File: src/rtl/updown_counter_ctrl_pkg.sv
// Shared encodings for the up/down counter controller: FSM states and button indices.
package updown_counter_ctrl_pkg;

  typedef enum logic [1:0] {
    ST_STOP = 2'd0,
    ST_UP   = 2'd1,
    ST_DOWN = 2'd2
  } state_e;

  localparam int unsigned NUM_BTNS = 3;
  localparam int unsigned BTN_RUN  = 0;
  localparam int unsigned BTN_DIR  = 1;
  localparam int unsigned BTN_CLR  = 2;

endpackage : updown_counter_ctrl_pkg

File: src/rtl/updown_counter_ctrl_if.sv
// Button/tick inputs and display-path outputs of the up/down counter controller.
interface updown_counter_ctrl_if
  import updown_counter_ctrl_pkg::*;
#(
  parameter int unsigned CW = 14
) ();

  logic                tick;
  logic [NUM_BTNS-1:0] btnDb;
  logic [CW-1:0]       count;
  logic                running;
  logic                dir_down;
  logic [1:0]          state;
  logic                wrap;

  modport master (
    output tick, btnDb,
    input  count, running, dir_down, state, wrap
  );

  modport slave (
    input  tick, btnDb,
    output count, running, dir_down, state, wrap
  );

endinterface : updown_counter_ctrl_if

File: src/rtl/btn_edge_detect.sv
// Rising-edge detector: one press_c pulse per low-to-high transition of each button.
module btn_edge_detect #(
  parameter int unsigned WIDTH = 3
) (
  input  logic             clk,
  input  logic [WIDTH-1:0] btn_i,
  output logic [WIDTH-1:0] press_c
);

  logic [WIDTH-1:0] btn_prev_q;
  logic [WIDTH-1:0] btn_prev_d;

  // History keeps tracking the buttons during reset too, so a button held
  // across reset must be released and pressed again to produce an event.
  always_comb begin
    btn_prev_d = btn_i;
  end

  always_ff @(posedge clk) begin
    btn_prev_q <= btn_prev_d;
  end

  assign press_c = btn_i & ~btn_prev_q;

endmodule : btn_edge_detect

File: src/rtl/updown_counter_ctrl.sv
// STOP/UP/DOWN controller with tick prescaler and modulo-(MAX_COUNT+1) counter.
module updown_counter_ctrl
  import updown_counter_ctrl_pkg::*;
#(
  parameter int unsigned STEP_TICKS = 100,
  parameter int unsigned MAX_COUNT  = 9999,
  parameter int unsigned CW         = 14
) (
  input  logic                  clk_100Mhz,
  input  logic                  rst,
  updown_counter_ctrl_if.slave  bus
);

  localparam int unsigned SW = (STEP_TICKS > 1) ? $clog2(STEP_TICKS) : 1;

  logic [NUM_BTNS-1:0] press_c;

  state_e        state_q,    state_d;
  logic          dir_down_q, dir_down_d;
  logic          running_q,  running_d;
  logic          wrap_q,     wrap_d;
  logic [CW-1:0] count_q,    count_d;
  logic [SW-1:0] step_q,     step_d;

  btn_edge_detect #(
    .WIDTH (NUM_BTNS)
  ) u_btn_edge (
    .clk     (clk_100Mhz),
    .btn_i   (bus.btnDb),
    .press_c (press_c)
  );

  always_ff @(posedge clk_100Mhz) begin
    if (rst) begin
      state_q    <= ST_STOP;
      dir_down_q <= 1'b0;
      running_q  <= 1'b0;
      wrap_q     <= 1'b0;
      count_q    <= '0;
      step_q     <= '0;
    end else begin
      state_q    <= state_d;
      dir_down_q <= dir_down_d;
      running_q  <= running_d;
      wrap_q     <= wrap_d;
      count_q    <= count_d;
      step_q     <= step_d;
    end
  end

  // Direction resolves first so a simultaneous run press starts in the new direction.
  always_comb begin
    state_d    = state_q;
    dir_down_d = dir_down_q;
    count_d    = count_q;
    step_d     = step_q;
    wrap_d     = 1'b0;

    if (press_c[BTN_DIR]) begin
      dir_down_d = ~dir_down_q;
    end

    if (press_c[BTN_RUN]) begin
      if (state_q == ST_STOP) begin
        state_d = dir_down_d ? ST_DOWN : ST_UP;
      end else begin
        state_d = ST_STOP;
      end
    end else if (press_c[BTN_DIR] && (state_q != ST_STOP)) begin
      state_d = dir_down_d ? ST_DOWN : ST_UP;
    end

    running_d = (state_d != ST_STOP);

    // Clear beats stepping; a state change restarts the prescaler.
    if (press_c[BTN_CLR]) begin
      count_d = '0;
      step_d  = '0;
    end else if (state_d != state_q) begin
      step_d = '0;
    end else if ((state_q != ST_STOP) && bus.tick) begin
      if (step_q == SW'(STEP_TICKS - 1)) begin
        step_d = '0;
        if (state_q == ST_UP) begin
          if (count_q == CW'(MAX_COUNT)) begin
            count_d = '0;
            wrap_d  = 1'b1;
          end else begin
            count_d = count_q + CW'(1);
          end
        end else begin
          if (count_q == '0) begin
            count_d = CW'(MAX_COUNT);
            wrap_d  = 1'b1;
          end else begin
            count_d = count_q - CW'(1);
          end
        end
      end else begin
        step_d = step_q + SW'(1);
      end
    end
  end

  assign bus.count    = count_q;
  assign bus.running  = running_q;
  assign bus.dir_down = dir_down_q;
  assign bus.state    = state_q;
  assign bus.wrap     = wrap_q;

endmodule : updown_counter_ctrl
File: src/flat_wrapper.sv
// flat-port wrapper written by rule: the top's interface ports become plain ports
module updown_counter_ctrl_flat import updown_counter_ctrl_pkg::*;
#(
  parameter int unsigned STEP_TICKS = 100,
  parameter int unsigned MAX_COUNT  = 9999,
  parameter int unsigned CW         = 14
)
  (clk_100Mhz, rst, bus_tick, bus_btnDb, bus_count, bus_running, bus_dir_down, bus_state, bus_wrap);
  updown_counter_ctrl_if #(.CW(CW)) bus_i ();
  input  logic clk_100Mhz;
  input  logic rst;
  input wire logic [$bits(bus_i.tick)-1:0] bus_tick;
  input wire logic [$bits(bus_i.btnDb)-1:0] bus_btnDb;
  output wire logic [$bits(bus_i.count)-1:0] bus_count;
  output wire logic [$bits(bus_i.running)-1:0] bus_running;
  output wire logic [$bits(bus_i.dir_down)-1:0] bus_dir_down;
  output wire logic [$bits(bus_i.state)-1:0] bus_state;
  output wire logic [$bits(bus_i.wrap)-1:0] bus_wrap;
  assign bus_i.tick = bus_tick;
  assign bus_i.btnDb = bus_btnDb;
  assign bus_count = bus_i.count;
  assign bus_running = bus_i.running;
  assign bus_dir_down = bus_i.dir_down;
  assign bus_state = bus_i.state;
  assign bus_wrap = bus_i.wrap;
  updown_counter_ctrl #(.STEP_TICKS(STEP_TICKS), .MAX_COUNT(MAX_COUNT), .CW(CW)) u_core (.clk_100Mhz(clk_100Mhz), .rst(rst), .bus(bus_i));
endmodule
File: config.mk
export PLATFORM = sky130hd
export DESIGN_NAME = updown_counter_ctrl_flat
export DESIGN_NICKNAME = d
export VERILOG_FILES = /design/src/rtl/updown_counter_ctrl_pkg.sv /design/src/rtl/updown_counter_ctrl_if.sv /design/src/rtl/btn_edge_detect.sv /design/src/rtl/updown_counter_ctrl.sv /design/src/flat_wrapper.sv
export SDC_FILE = /design/constraint.sdc
export NUM_CORES = 1
export LEC_CHECK = 0
export CORE_MARGIN = 2
export CORE_UTILIZATION = 30
export DETAILED_ROUTE_END_ITERATION = 10
export PLACE_DENSITY = 0.6
export REMOVE_ABC_BUFFERS = 1
export SYNTH_ARGS = -nofsm -noshare
export SYNTH_HDL_FRONTEND = slang
export SYNTH_SLANG_ARGS = --single-unit
File: constraint.sdc
create_clock -name clk_100Mhz -period 3.2 [get_ports clk_100Mhz]
set_input_delay 0.64 -clock clk_100Mhz [delete_from_list [all_inputs] [get_ports clk_100Mhz]]
set_output_delay 0.64 -clock clk_100Mhz [all_outputs]
set_load 0.03 [all_outputs]
==> out/summary.log <==
INFO  finish         final_layout_size_suffix_gt1_share=9.630%
INFO  routing        routed_via_density=5.720
INFO  worst_setup_path setup.worst_path.class=input port to flop
INFO  timing         finalClockSkew=0.01025ns
INFO  global_routing overflow=0
INFO  synth          netlist_top_cells_area=sky130_fd_sc_hd__dfxtp_1 30%, sky130_fd_sc_hd__nor2_1 4.4%, sky130_fd_sc_hd__a21oi_1 4.4%
INFO  cts            cts.clk_slew.worst_paths=0.07ns
INFO  global_routing number_of_global_route_vias_before_repair=1912
INFO  synth          summed_instance_area_of_the_synthesized_netlist=0.001953mm^2
INFO  worst_setup_path worstRegToRegCells=7
INFO  synth          ys.flop_type=sky130_fd_sc_hd__dfxtp_1
INFO  global_routing globalRouteTotalUtil=15.91%
INFO  synth          post_synth_fa_ha_maj_area_fraction=1.922%
INFO  finish         antenna_cells_inserted=0
INFO  routing        firstDrtPassIters=4
INFO  worst_setup_path worstSetupStartpointType=input port
INFO  worst_setup_path critPathArrivalTime=2.72ns
INFO  placed_design  hpwl_dp=3733um
INFO  synth          synth_edf_count=0
INFO  synth          combinational_family_with_the_most_area_after_synthesis=simple AND/OR/NAND/NOR gates
INFO  synth          synth.ff_latch_count=29
INFO  floorplan      initial_utilization=30.94%
INFO  synth          synth_sequential_area_ratio=29.72%
INFO  timing         setup-violations-final=0
INFO  worst_setup_path critPathLaunch=bus_btnDb[1]
INFO  worst_setup_path r2r_setup_slack=0.72ns
INFO  cts            post_cts.resized_instances=0
INFO  synth          ys_warn_count=0
INFO  timing         timing.final.max_slew_violations=0
INFO  worst_setup_path end_kind=flop
INFO  routing        ant_nets=0
INFO  worst_setup_path crit_path_cell_trace=clkdlybuf4s50_1 > nor2b_1 > a21oi_1 > and3_1 > o221ai_1 > a32o_1
INFO  floorplan      coreArea=0.006314mm^2
INFO  worst_setup_path timing.critical_path.to=u_core.bus.count[11]$_SDFFE_PP0P_
INFO  worst_hold_path holdCritPathClass=flop to flop
INFO  worst_setup_path timing.rr.start=u_core.bus.count[0]$_SDFFE_PP0P_
INFO  cts            post_cts_hold_buffer_count=0
INFO  pwr            pwr_density_cell=360.7mW/mm^2
INFO  timing         finalSetupTns=0ns
INFO  job            cap_viol_max_count=0
INFO  synth          synth_xor_area_share=3.587%
INFO  cts            cts.repair_timing.setup_buffer_count=0
INFO  finish         fillerInstances=692
INFO  worst_setup_path timing.critical_path.fanout_max=17
INFO  synth          synth.largest_area_cell=sky130_fd_sc_hd__dfxtp_1
INFO  cts            cts-buffers-inserted=5
INFO  synth          yosys.cell_count.top_type=sky130_fd_sc_hd__dfxtp_1
INFO  timing         maxSlewHeadroom=51.18%
INFO  synth          post-synth-top-area-fraction=29.72%
INFO  finish         area.growth.synth_to_final=19.09%
INFO  placed_design  dp_worst_setup_slack=0.3727ns
INFO  floorplan      die_width=84.69um
INFO  placed_design  io_buffer_count=24
INFO  routing        drt-wirelength-per-cell=15.60um
INFO  worst_setup_path cp_data_required_time=3.39ns
INFO  timing         fin_ws=0.6697ns
INFO  timing         period_share=79.07%
INFO  pwr            leakagePower=0.8351nW
INFO  global_routing grt_start_max_net_pins=19
INFO  worst_setup_path slowest_stage=sky130_fd_sc_hd__and3_1
INFO  global_routing first_pass_grt_wire_length=9204um
INFO  placed_design  routabilityCongestion=0.8905
INFO  timing         final.min_clock_period=2.530ns
INFO  synth          asyncSetResetFlopFracSynth=0%
INFO  timing         final-hold-violation-count=0
INFO  routing        finalWirelength=5412um
INFO  cts            cts.root.buffer_cell=sky130_fd_sc_hd__clkbuf_8
INFO  cts            cts_sinks=29
INFO  floorplan      design.portCount=25
INFO  synth          synthSimpleGateAreaFrac=35.23%
INFO  synth          syn_inst=255
INFO  floorplan      rows=29
INFO  routing        num_vias=1985
INFO  timing         max_freq=0.3952GHz
INFO  status         outcome=finished, final reports clean
INFO  synth          synthMuxAreaShare=1.153%
INFO  floorplan      die_area=0.007172mm^2
INFO  cts            clkLatencyLatePin=0.30ns
INFO  worst_setup_path worst_path_largest_cell_delay=0.62ns
INFO  worst_setup_path worstReg2RegEnd=u_core.bus.count[1]$_SDFFE_PP0P_
INFO  synth          synth.cells.most_frequent=29 x sky130_fd_sc_hd__dfxtp_1, 23 x sky130_fd_sc_hd__nor2_1, 18 x sky130_fd_sc_hd__nand2_1
INFO  cts            cts-htree-levels=2
INFO  pwr            irDropWorstVdd=0.2142mV
INFO  routing        drcViolationCount=0
INFO  finish         layout.nets=279
INFO  cts            cts-root-to-sink-buffers=2
INFO  timing         grt_setup_unrepaired=false
INFO  global_routing grt_antenna_before_repair=0
INFO  timing         timing_worst_slew_pin_value=0.7323ns
INFO  synth          ys_types=58
INFO  floorplan      die_y=84.69um
INFO  routing        violation_count_after_the_first_detailed_route_iteration=238
INFO  synth          syn_area_per_cell=7.659um^2
INFO  synth          synth-compound-area-share=22.42%
INFO  cts            cts_tree=done
[layer usage]
metal / up-vias / GRT usage (%) / part of all wire (%)
li1: 982 / - / -
met1: 939 / 20.69 / 46
met2: 50 / 23.84 / 45
met3: 14 / 4.720 / 6.1
met4: 0 / 8.081 / 2.7
met5: - / 0 / 0
[registers in the layout, summed over array words and instances (netlist names)]
signal / count
u_core.bus.count: 14
u_core.u_btn_edge.btn_prev_q: 3
u_core.bus.dir_down: 1
u_core.step_q: 7
u_core.bus.wrap: 1
u_core.bus.state: 2
u_core.bus.running: 1
[stage by stage]
stage / power, mW / instance area, um^2 / std cells / utilization (%) / hold WS (ns)
after floorplan: 0.4345 / 1856 / 235 / - / 0.4814
after global placement: 0.4661 / 2222 / 340 / 35.20 / 0.5018
after detailed placement: 0.4671 / 2222 / 340 / 35.20 / 0.5176
after CTS: 0.8446 / 2326 / 347 / 36.84 / 0.5375
after global routing: 0.8726 / 2326 / 347 / 36.84 / 0.5700
final: 0.8391 / 2326 / 347 / 36.84 / 0.5293
[critical path: cells and delay by family]
kind,cells,cell delay [ns]
simple gates,2,0.81
compound gates,3,0.85
buf+inv,1,0.43
[cell families (layout without fill, tap and decap cells)]
logic type / Yosys count / count (layout)
AO/OA/AOI/OAI: 63 / 63
AND/OR/NAND/NOR: 125 / 125
multiplexers: 2 / 2
buffers and inverters: 25 / 40
adder cells (fa/ha/maj): 3 / 3
XOR/XNOR: 8 / 8
flip-flops: 29 / 29
[layout make-up]
cell class	count	area, um^2	share of cell area [%]
sequential	29	580.6	24.96
clock inverter	2	35.03	1.506
multi-input combinational	201	1256	54.01
inverter	5	18.77	0.8069
clock buffer	5	68.82	2.959
timing repair buffer	28	270.3	11.62
tap	77	96.34	4.142
[power by group]
group | switching [mW] | internal [mW] | total, mW
Combinational | 0.0489 | 0.0350 | 0.0840
Clock | 0.154 | 0.226 | 0.380
Sequential | 0.00743 | 0.368 | 0.375
Total | 0.210 | 0.629 | 0.839
[placed cells by master, fill, tap and decap left out, types with 3 or more instances in the layout]
| cell | instances |
|---|---|
| sky130_fd_sc_hd__nor3_1 | 13 |
| sky130_fd_sc_hd__nand2b_1 | 3 |
| sky130_fd_sc_hd__or3_1 | 6 |
| sky130_fd_sc_hd__and3_1 | 8 |
| sky130_fd_sc_hd__nor2b_1 | 5 |
| sky130_fd_sc_hd__clkbuf_8 | 5 |
| sky130_fd_sc_hd__nand4_1 | 8 |
| sky130_fd_sc_hd__xor2_1 | 5 |
| sky130_fd_sc_hd__inv_1 | 5 |
| sky130_fd_sc_hd__nand2_1 | 18 |
| sky130_fd_sc_hd__o21ai_0 | 10 |
| sky130_fd_sc_hd__a31oi_1 | 6 |
| sky130_fd_sc_hd__or2_2 | 3 |
| sky130_fd_sc_hd__xnor2_1 | 3 |
| sky130_fd_sc_hd__nor4_1 | 8 |
| sky130_fd_sc_hd__nand3_1 | 14 |
| sky130_fd_sc_hd__clkdlybuf4s50_1 | 24 |
| sky130_fd_sc_hd__nor2_1 | 23 |
| sky130_fd_sc_hd__o21a_1 | 3 |
| sky130_fd_sc_hd__nand4b_1 | 4 |
| sky130_fd_sc_hd__a21oi_1 | 17 |
| sky130_fd_sc_hd__ha_1 | 3 |
| sky130_fd_sc_hd__buf_4 | 4 |
| sky130_fd_sc_hd__dfxtp_1 | 29 |
[how the worst min path moves through the flow]
stage | from | endpoint | cells past startpoint
detailed placement | u_core.step_q[6]$_SDFFE_PP0P_ | u_core.step_q[6]$_SDFFE_PP0P_ | 2
CTS | u_core.step_q[6]$_SDFFE_PP0P_ | u_core.step_q[6]$_SDFFE_PP0P_ | 2
global placement | u_core.step_q[1]$_SDFFE_PP0P_ | u_core.step_q[1]$_SDFFE_PP0P_ | 2
finish | u_core.step_q[1]$_SDFFE_PP0P_ | u_core.step_q[1]$_SDFFE_PP0P_ | 2
global route | u_core.step_q[1]$_SDFFE_PP0P_ | u_core.step_q[1]$_SDFFE_PP0P_ | 2
floorplan | u_core.step_q[1]$_SDFFE_PP0P_ | u_core.step_q[1]$_SDFFE_PP0P_ | 2
(Power assumes the default switching activity.)
